File: config.mk
export PLATFORM = sky130hd
export DESIGN_NAME = wb_arb2_rr
export DESIGN_NICKNAME = d
export VERILOG_FILES = /design/src/rtl/wb_arb2_rr.sv
export SDC_FILE = /design/constraint.sdc
export NUM_CORES = 1
export LEC_CHECK = 0
export ABC_AREA = 1
export CAP_MARGIN = 10
export CORE_MARGIN = 5
export CORE_UTILIZATION = 44
export CTS_CLUSTER_DIAMETER = 30
export CTS_CLUSTER_SIZE = 28
export DETAILED_ROUTE_END_ITERATION = 6
export PLACE_DENSITY = 0.83
export REMOVE_ABC_BUFFERS = 1
export SKIP_LAST_GASP = 1
export SYNTH_ARGS = -nofsm -noshare
export SYNTH_HDL_FRONTEND = slang
export SYNTH_SLANG_ARGS = --single-unit
File: constraint.sdc
create_clock -name clk_i -period 2.1 [get_ports clk_i]
set_clock_uncertainty 0.05 [all_clocks]
set_input_delay 0.315 -clock clk_i [delete_from_list [all_inputs] [get_ports clk_i]]
set_output_delay 0.315 -clock clk_i [all_outputs]
set_load 0.02 [all_outputs]
File: src/rtl/wb_arb2_rr.sv
// -----------------------------------------------------------------------------
// wb_arb2_rr
//
// Round-robin arbiter that lets two Wishbone masters share one pipelined
// Wishbone register-bank slave. Each grant forwards exactly one transaction.
// The slave's ack/err/rty and read data go back to the granted master.
// A watchdog turns a slave that never answers into an err response.
//
// Handshake: a master request (cyc & stb) is the "valid" and ~stall is the
// "ready". A strobe transfers on the rising edge where both are high. The
// master holds we/sel/adr/dat stable while it is stalled. The slave side
// follows the same rule with s_stb_o as valid and ~s_stall_i as ready.
//
// Parameters
//   AW       address width of the master and slave ports
//   TIMEOUT  cycles spent in REQ+WAIT before a forced err (2..255)
//
// Ports
//   clk_i, rst_n_i        clock (rising edge), asynchronous active-low reset
//   m0_* / m1_*           master ports: cyc/stb/we/sel/adr/dat in;
//                         ack/err/rty/stall/dat out
//   s_*                   slave port: cyc/stb/we/sel/adr/dat out;
//                         ack/err/rty/stall/dat in
//   dbg_state_o           current FSM state (0 IDLE, 1 REQ, 2 WAIT, 3 RESP)
// -----------------------------------------------------------------------------
module wb_arb2_rr #(
   parameter int AW      = 4,
   parameter int TIMEOUT = 16
) (
   input  logic          clk_i,
   input  logic          rst_n_i,

   input  logic          m0_cyc_i,
   input  logic          m0_stb_i,
   input  logic          m0_we_i,
   input  logic [3:0]    m0_sel_i,
   input  logic [AW-1:0] m0_adr_i,
   input  logic [31:0]   m0_dat_i,
   output logic          m0_ack_o,
   output logic          m0_err_o,
   output logic          m0_rty_o,
   output logic          m0_stall_o,
   output logic [31:0]   m0_dat_o,

   input  logic          m1_cyc_i,
   input  logic          m1_stb_i,
   input  logic          m1_we_i,
   input  logic [3:0]    m1_sel_i,
   input  logic [AW-1:0] m1_adr_i,
   input  logic [31:0]   m1_dat_i,
   output logic          m1_ack_o,
   output logic          m1_err_o,
   output logic          m1_rty_o,
   output logic          m1_stall_o,
   output logic [31:0]   m1_dat_o,

   output logic          s_cyc_o,
   output logic          s_stb_o,
   output logic          s_we_o,
   output logic [3:0]    s_sel_o,
   output logic [AW-1:0] s_adr_o,
   output logic [31:0]   s_dat_o,
   input  logic          s_ack_i,
   input  logic          s_err_i,
   input  logic          s_rty_i,
   input  logic          s_stall_i,
   input  logic [31:0]   s_dat_i,

   output logic [1:0]    dbg_state_o
);

   typedef enum logic [1:0] {
      ST_IDLE = 2'd0,
      ST_REQ  = 2'd1,
      ST_WAIT = 2'd2,
      ST_RESP = 2'd3
   } state_t;

   // The timer counts from 0, so it expires on its TIMEOUT-th REQ/WAIT cycle.
   localparam logic [7:0] TIMER_LAST = 8'(TIMEOUT - 1);

   state_t      state_q;
   state_t      state_d;
   logic        owner_q;
   logic        last_q;
   logic [7:0]  timer_q;

   logic        req0;
   logic        req1;
   logic        own_cyc;
   logic        slv_rsp;
   logic        timer_done;
   logic        accept_now;

   logic        grant;
   logic        grant_sel;
   logic        rsp_load;
   logic        rsp_ack;
   logic        rsp_err;
   logic        rsp_rty;
   logic [31:0] rsp_dat;

   assign req0       = m0_cyc_i & m0_stb_i;
   assign req1       = m1_cyc_i & m1_stb_i;
   assign own_cyc    = owner_q ? m1_cyc_i : m0_cyc_i;
   assign slv_rsp    = s_ack_i | s_err_i | s_rty_i;
   assign timer_done = (timer_q == TIMER_LAST);
   assign accept_now = (state_q == ST_REQ) & ~s_stall_i;

   // Stall drops only in the cycle the slave takes this master's strobe.
   assign m0_stall_o = req0 & ~(accept_now & ~owner_q);
   assign m1_stall_o = req1 & ~(accept_now & owner_q);

   assign dbg_state_o = state_q;

   // Next-state and response selection.
   always_comb begin
      state_d   = state_q;
      grant     = 1'b0;
      grant_sel = 1'b0;
      rsp_load  = 1'b0;
      rsp_ack   = 1'b0;
      rsp_err   = 1'b0;
      rsp_rty   = 1'b0;
      rsp_dat   = '0;
      case (state_q)
         ST_IDLE: begin
            if (req0 | req1) begin
               grant     = 1'b1;
               // On a tie the master that did not win last time goes next.
               grant_sel = (req0 & req1) ? ~last_q : req1;
               state_d   = ST_REQ;
            end
         end
         ST_REQ, ST_WAIT: begin
            if (!own_cyc) begin
               // Owner walked away: drop the bus, return nothing.
               state_d = ST_IDLE;
            end else if (slv_rsp && (state_q == ST_WAIT || !s_stall_i)) begin
               // A response while still stalled is not tied to our strobe.
               state_d  = ST_RESP;
               rsp_load = 1'b1;
               // Only one response type goes back: ack, then err, then rty.
               rsp_ack  = s_ack_i;
               rsp_err  = ~s_ack_i & s_err_i;
               rsp_rty  = ~s_ack_i & ~s_err_i & s_rty_i;
               rsp_dat  = s_dat_i;
            end else if (timer_done) begin
               state_d  = ST_RESP;
               rsp_load = 1'b1;
               rsp_err  = 1'b1;
            end else if (state_q == ST_REQ && !s_stall_i) begin
               state_d = ST_WAIT;
            end
         end
         ST_RESP: state_d = ST_IDLE;
         default: state_d = ST_IDLE;
      endcase
   end

   always_ff @(posedge clk_i or negedge rst_n_i) begin
      if (!rst_n_i) begin
         state_q <= ST_IDLE;
         owner_q <= 1'b0;
         last_q  <= 1'b1;
         timer_q <= '0;
      end else begin
         state_q <= state_d;
         if (grant) begin
            owner_q <= grant_sel;
            last_q  <= grant_sel;
            timer_q <= '0;
         end else if (state_q == ST_REQ || state_q == ST_WAIT) begin
            timer_q <= timer_q + 8'd1;
         end
      end
   end

   // Slave-side outputs. cyc/stb are registered from the next state.
   always_ff @(posedge clk_i or negedge rst_n_i) begin
      if (!rst_n_i) begin
         s_cyc_o <= 1'b0;
         s_stb_o <= 1'b0;
         s_we_o  <= 1'b0;
         s_sel_o <= '0;
         s_adr_o <= '0;
         s_dat_o <= '0;
      end else begin
         s_cyc_o <= (state_d == ST_REQ) || (state_d == ST_WAIT);
         s_stb_o <= (state_d == ST_REQ);
         if (grant) begin
            s_we_o  <= grant_sel ? m1_we_i  : m0_we_i;
            s_sel_o <= grant_sel ? m1_sel_i : m0_sel_i;
            s_adr_o <= grant_sel ? m1_adr_i : m0_adr_i;
            s_dat_o <= grant_sel ? m1_dat_i : m0_dat_i;
         end
      end
   end

   // Master-side responses. These pulse for the single RESP cycle. Read data
   // is held until the next response to the same master.
   always_ff @(posedge clk_i or negedge rst_n_i) begin
      if (!rst_n_i) begin
         m0_ack_o <= 1'b0;
         m0_err_o <= 1'b0;
         m0_rty_o <= 1'b0;
         m0_dat_o <= '0;
         m1_ack_o <= 1'b0;
         m1_err_o <= 1'b0;
         m1_rty_o <= 1'b0;
         m1_dat_o <= '0;
      end else begin
         m0_ack_o <= rsp_load & ~owner_q & rsp_ack;
         m0_err_o <= rsp_load & ~owner_q & rsp_err;
         m0_rty_o <= rsp_load & ~owner_q & rsp_rty;
         m1_ack_o <= rsp_load & owner_q & rsp_ack;
         m1_err_o <= rsp_load & owner_q & rsp_err;
         m1_rty_o <= rsp_load & owner_q & rsp_rty;
         if (rsp_load && !owner_q) m0_dat_o <= rsp_dat;
         if (rsp_load && owner_q)  m1_dat_o <= rsp_dat;
      end
   end

endmodule
=== Word level (Yosys, flattened, before mapping) ===
Cells that the tools add are included.

* Register bits: 125
* Input port bits: 124
* Output and inout port bits: 117
* Word-level logic and storage cells: 100

* Add/sub/neg operators: 1
* Equality and inequality tests: 6
* Mux-type cells: 34
* Bitwise gates (word level): 29
* Reductions and logical operators: 12

{| class="wikitable"
|+ Operators with widths
! kind !! count
|-
| 32-bit two-way mux || 4
|-
| 1-bit two-way mux || 20
|-
| 1-bit AND || 19
|-
| 8-bit two-way mux || 2
|-
| 2-bit two-way mux || 5
|-
| 8-bit by 1-bit adder with 8-bit output (second input constant) || 1
|-
| 8-bit by 4-bit == test with 1-bit output (second input constant) || 1
|-
| 4-bit two-way mux || 2
|-
| 1-bit NOT || 7
|-
| 2-bit == test (second input constant) || 3
|-
| 2-bit one-hot mux with 3 select lines || 1
|-
| 2-bit by 1-bit == test with 1-bit output (second input constant) || 2
|-
| 1-bit logical AND || 4
|-
| 1-bit logical OR || 3
|-
| 1-bit OR || 3
|-
| 1-bit logical NOT || 2
|-
| 2-bit logical NOT || 1
|-
| 2-bit nonzero test || 1
|-
| 2-bit OR reduction || 1
|}

=== Longest topological paths before layout ===
* Depth after elaboration: 9
* Gate-level depth with buffers: 11

=== Least setup slack after synthesis ===
No wires, ideal clock.

* Path type: reg2reg
* Start: register state_q[0], in the netlist dbg_state_o[0]
* End: register s_cyc_o
* Library setup time: 0.113 ns
* Arrival time: 1.774 ns
* Required time: 1.937 ns
* Setup slack: 0.163 ns
* Cell stages (with the launch flop): 12
* Cells stage by stage: dfrtp_1 inv_1 ha_1 inv_1 nand2_1 nand2_2 nand2_4 buf_6 o21ai_1 nand2_1 ha_1 inv_1

* Word-level cells in the longest chain between the ends: 9

{| class="wikitable"
|+ RTL lines
! what !! line !! source
|-
| start, declared || 82 || <nowiki>state_t state_q;</nowiki>
|-
| start signal, assigned || 168 || <nowiki>state_q <= state_d;</nowiki>
|-
| 2-bit by 1-bit == test with 1-bit output || 126, 152 ||
|-
| 1-bit logical AND || 152 || <nowiki>end else if (state_q == ST_REQ && !s_stall_i) begin</nowiki>
|-
| 2-bit two-way mux || 152 ||
|-
| 2-bit two-way mux || 148 || <nowiki>end else if (timer_done) begin</nowiki>
|-
| 2-bit two-way mux || 139 || <nowiki>end else if (slv_rsp && (state_q == ST_WAIT || !s_stall_i)) begin</nowiki>
|-
| 2-bit two-way mux || 136 || <nowiki>if (!own_cyc) begin</nowiki>
|-
| 2-bit one-hot mux with 3 select lines (*) || 126 || <nowiki>case (state_q)</nowiki>
|-
| 2-bit by 1-bit == test with 1-bit output or 2-bit == test (tied branches) || 189 || <nowiki>s_cyc_o <= (state_d == ST_REQ) || (state_d == ST_WAIT);</nowiki>
|-
| 1-bit logical OR (*) || 189 ||
|-
| end signal, assigned || 189 ||
|-
| end, declared || 57 || <nowiki>output logic s_cyc_o,</nowiki>
|}

Every way passes the cells marked *; elsewhere a longest branch is shown, timed or not.
A chain may end at the register's enable or synchronous reset.

=== Worst setup path after layout ===
* Start: register state_q[1], in the netlist dbg_state_o[1]
* End: output m1_stall_o

* Word-level cells in the longest chain between the ends: 5

{| class="wikitable"
|+ RTL lines
! what !! line !! source
|-
| 2-bit by 1-bit == test with 1-bit output || 108 || <nowiki>assign accept_now = (state_q == ST_REQ) & ~s_stall_i;</nowiki>
|-
| 1-bit AND || 108 ||
|-
| 1-bit AND || 112 || <nowiki>assign m1_stall_o = req1 & ~(accept_now & owner_q);</nowiki>
|-
| 1-bit NOT || 112 ||
|-
| 1-bit AND || 112 ||
|-
| end, declared || 54 || <nowiki>output logic m1_stall_o,</nowiki>
|}

No other way between the ends.

==> summary.txt <==
Setup path
  • R2R depth: 12
  • Worst Setup End Kind: output port
  • Critical Path Fanout Max: 4
  • Worst r2r src: dbg_state_o[0]
  • Critical path class: reg2out
  • Reg2reg end: s_cyc_o
  • WP data required: around 1.7 ns
  • Crit path DAT: 1.64 ns
  • R2r setup slk: between 0.15 and 0.2 ns
  • Crit path launch type: flop

Die
  • Starting density of the core: 44.9%
  • Die width: 127 µm
  • Die footprint: 0.0160 mm²
  • Number of cell rows: 42
  • Core footprint: approximately 0.013 mm²
  • Num ports: ~240
  • Die H: 127 µm

Clocking
  • CTS HTree Levels: 4
  • CTS buffer count: 17
  • Clock-pin slew on the worst setup and hold paths: around 0.050 ns
  • Max clock buf depth: 2
  • Worst-Skew Late Latency: 0.41 ns
  • Clk sink count: 125
  • CTS root buffer: clkbuf_16
  • Clock tree from TritonCTS: yes

Detailed routing
  • Drt drc: 0
  • WL per Instance: 16.4 µm
  • Drt total wl: 18,500 µm
  • Drt pass-1 iters: 5
  • Total number of vias: 5,941
  • Final ANT Viol Nets: 0
  • Iteration-0 DRC Markers: 461
  • Avg Vias per Cell: 5.28

Power and ir drop
  • P per Cell Area: between 1000 and 1500 mW/mm²
  • Internal: 8.23 mW
  • Leakage power: 4.25 nW
  • Clk network pwr share: 22.3%
  • Peak supply drop: 0.738 mV
  • Gate power share: 48.1%
  • Seq pwr share: around 30%
  • Sw Share: between 30% and 40%
  • Sw Pwr: 5.42 mW
  • Total power: approximately 14 mW

Final layout
  • Nets: 1,066
  • Post-Layout Inst Area: around 0.0091 mm²
  • Layout area overhead: 52.9%
  • ANT cells: 0
  • Share of cells above drive strength 1: 7.80%
  • Fillers: about 1.0k
  • Final core occ: 68.7%

Timing
  • Period minus WS final: 2.01 ns
  • RSZ-0062 raised after global routing: false
  • Relative slew slack: 58.3%
  • Setup violators final: 0
  • Worst-Margin Slew: approximately 0.63 ns
  • Peak Freq: 498 MHz
  • Max-slew violation count: 0
  • Fin crit share: between 90% and 100%
  • Fin. Hold Viols: 0

Synthesis
  • Post-synth EDFFs: 0
  • Synth cell count leaders: nand2_1 (154), dfrtp_1 (124), nor2_1 (90)
  • Synth top area cells: dfrtp_1 (52%), nand2_1 (9.7%), a21oi_1 (7.4%)
  • Cell with the most instances after synthesis: nand2_1
  • Post-Syn Instances: 706
  • YS warnings: 0
  • Cell taking the most area after synthesis: dfrtp_1
  • Syn Area/Cell: 8.46 µm²
  • Primary FF master, synth: dfrtp_1
  • Ys async rst share: 100%
  • Synth unique cells: 27
  • Post-synth top area share: just over 50%
  • Synthesized cell area: 0.00597 mm²
  • Sequential area share after synthesis: 52.4%
  • Synth Register Bits: 125

Job
  • Max cap viols: 0

Global route
  • Total grt overflow: 0
  • Vias in the first global route: 5,849
  • First-pass GRT wire length: 29,600 µm
  • Global-route usage over all layers: 22.9%
  • Largest net degree at the start of global routing: 117
  • Initial antenna violation count: 0

Placed design
  • I/O Buffers: 240
  • Cell Area, Placed: between 0.008 and 0.009 mm²
  • HPWL Detailed: 12,700 µm
  • Routability cong.: 0.795

Status
  • Status: completed

Min path
  • Worst Hold Class: in2async
==> layer usage <==
metal  track usage, %  part of all wire [%]  up-vias
met1             27.1                    39     2805
met2             38.3                    48      316
met3             9.00                    11       24
met5                0                     0        -
met4             7.32                   1.4        0
li1                 -                     -     2796
==> flip-flops by register name, summed over array words and instances, names as in the netlist <==
register	cells
s_we_o	1
dbg_state_o	2
s_dat_o	32
timer_q	8
s_sel_o	4
s_cyc_o	1
m1_err_o	1
m1_rty_o	1
m0_err_o	1
owner_q	1
s_stb_o	1
m1_ack_o	1
last_q	1
m0_rty_o	1
s_adr_o	4
m0_dat_o	32
m0_ack_o	1
m1_dat_o	32
==> final cells by class <==
cell class | count | area, µm² | share of cell area, %
tap | 176 | 220 | 2.41
clock buffer | 22 | 484 | 5.30
inverter | 58 | 218 | 2.38
sequential | 125 | 3130 | 34.3
timing repair buffer | 262 | 2680 | 29.3
multi-input combinational | 472 | 2270 | 24.8
clock inverter | 10 | 136 | 1.49
==> how the worst max path moves through the flow <==
stage / startpoint / endpoint / cells after the start
floorplan: dbg_state_o[0] / s_adr_o[0] / 7
global placement: m0_cyc_i / m0_stall_o / 6
detailed placement: m0_cyc_i / m0_stall_o / 6
CTS: dbg_state_o[1] / m0_stall_o / 6
global route: dbg_state_o[1] / m1_stall_o / 6
finish: dbg_state_o[1] / m1_stall_o / 6
==> power by group through the flow <==
stage,Clock [mW],Sequential (mW),Combinational (mW)
after floorplan,0,5.29,1.94
after global placement,0,4.05,6.44
after detailed placement,0,4.07,6.55
after CTS,3.10,4.05,6.60
after global routing,3.21,4.19,7.04
final,3.05,4.04,6.57
==> critical path, stage by stage, from the launching register on <==
cell	delay (ns)
dfrtp_1	0.41
inv_2	0.10
ha_2	0.20
nand2_1	0.07
o21bai_1	0.12
inv_1	0.05
clkdlybuf4s15_1	0.28
==> cells in the final DEF (no fill, tap or decap), types with 2 or more instances in the layout <==
| cell | count |
|---|---|
| ha_1 | 4 |
| ha_2 | 2 |
| dfrtp_1 | 124 |
| o21ai_1 | 2 |
| nand2_1 | 154 |
| nand2_4 | 2 |
| nand4_1 | 65 |
| o21ai_0 | 6 |
| inv_1 | 52 |
| clkbuf_8 | 4 |
| clkdlybuf4s50_1 | 237 |
| bufinv_16 | 3 |
| buf_4 | 13 |
| buf_12 | 9 |
| clkinv_2 | 3 |
| nand3_1 | 44 |
| nand2_2 | 3 |
| clkbuf_16 | 17 |
| nor3_1 | 4 |
| clkinvlp_4 | 3 |
| inv_2 | 6 |
| nor2_1 | 90 |
| a21oi_1 | 88 |
| nand3_4 | 2 |
==> logic make-up (layout without fill, tap and decap cells) <==
family,Yosys count,after routing,share of synthesized area [%]
adders and majority gates,6,6,1.26
DFF,125,125,52.4
xor gates and xnor gates,1,1,0.147
buffers and inverters,109,352,9.70
AOI/OAI and AO/OA,98,98,8.44
and+or+nand+nor,367,367,28.1
==> metrics by stage <==
stage | hold slack [ns] | setup slack, ns | std cells | setup TNS, ns
after floorplan | -0.0306 | -0.649 | 655 | -46.33
after global placement | 0.105 | 0.0719 | 1091 | 0
after detailed placement | 0.106 | 0.0141 | 1091 | 0
after CTS | 0.221 | 0.0207 | 1124 | 0
after global routing | 0.245 | 0.00213 | 1125 | 0
final | 0.238 | 0.0931 | 1125 | 0
==> repair_timing <==
action | 4_1_cts | 5_1_grt
setup buffers | 0 | 1
endpoints found under the hold margin | 9 | 0
gates resized for setup | 5 | 3
endpoints found under the setup margin | 2 | 3
hold buffers | 1 | 0
No activity file was read; power rests on OpenSTA's default activity.
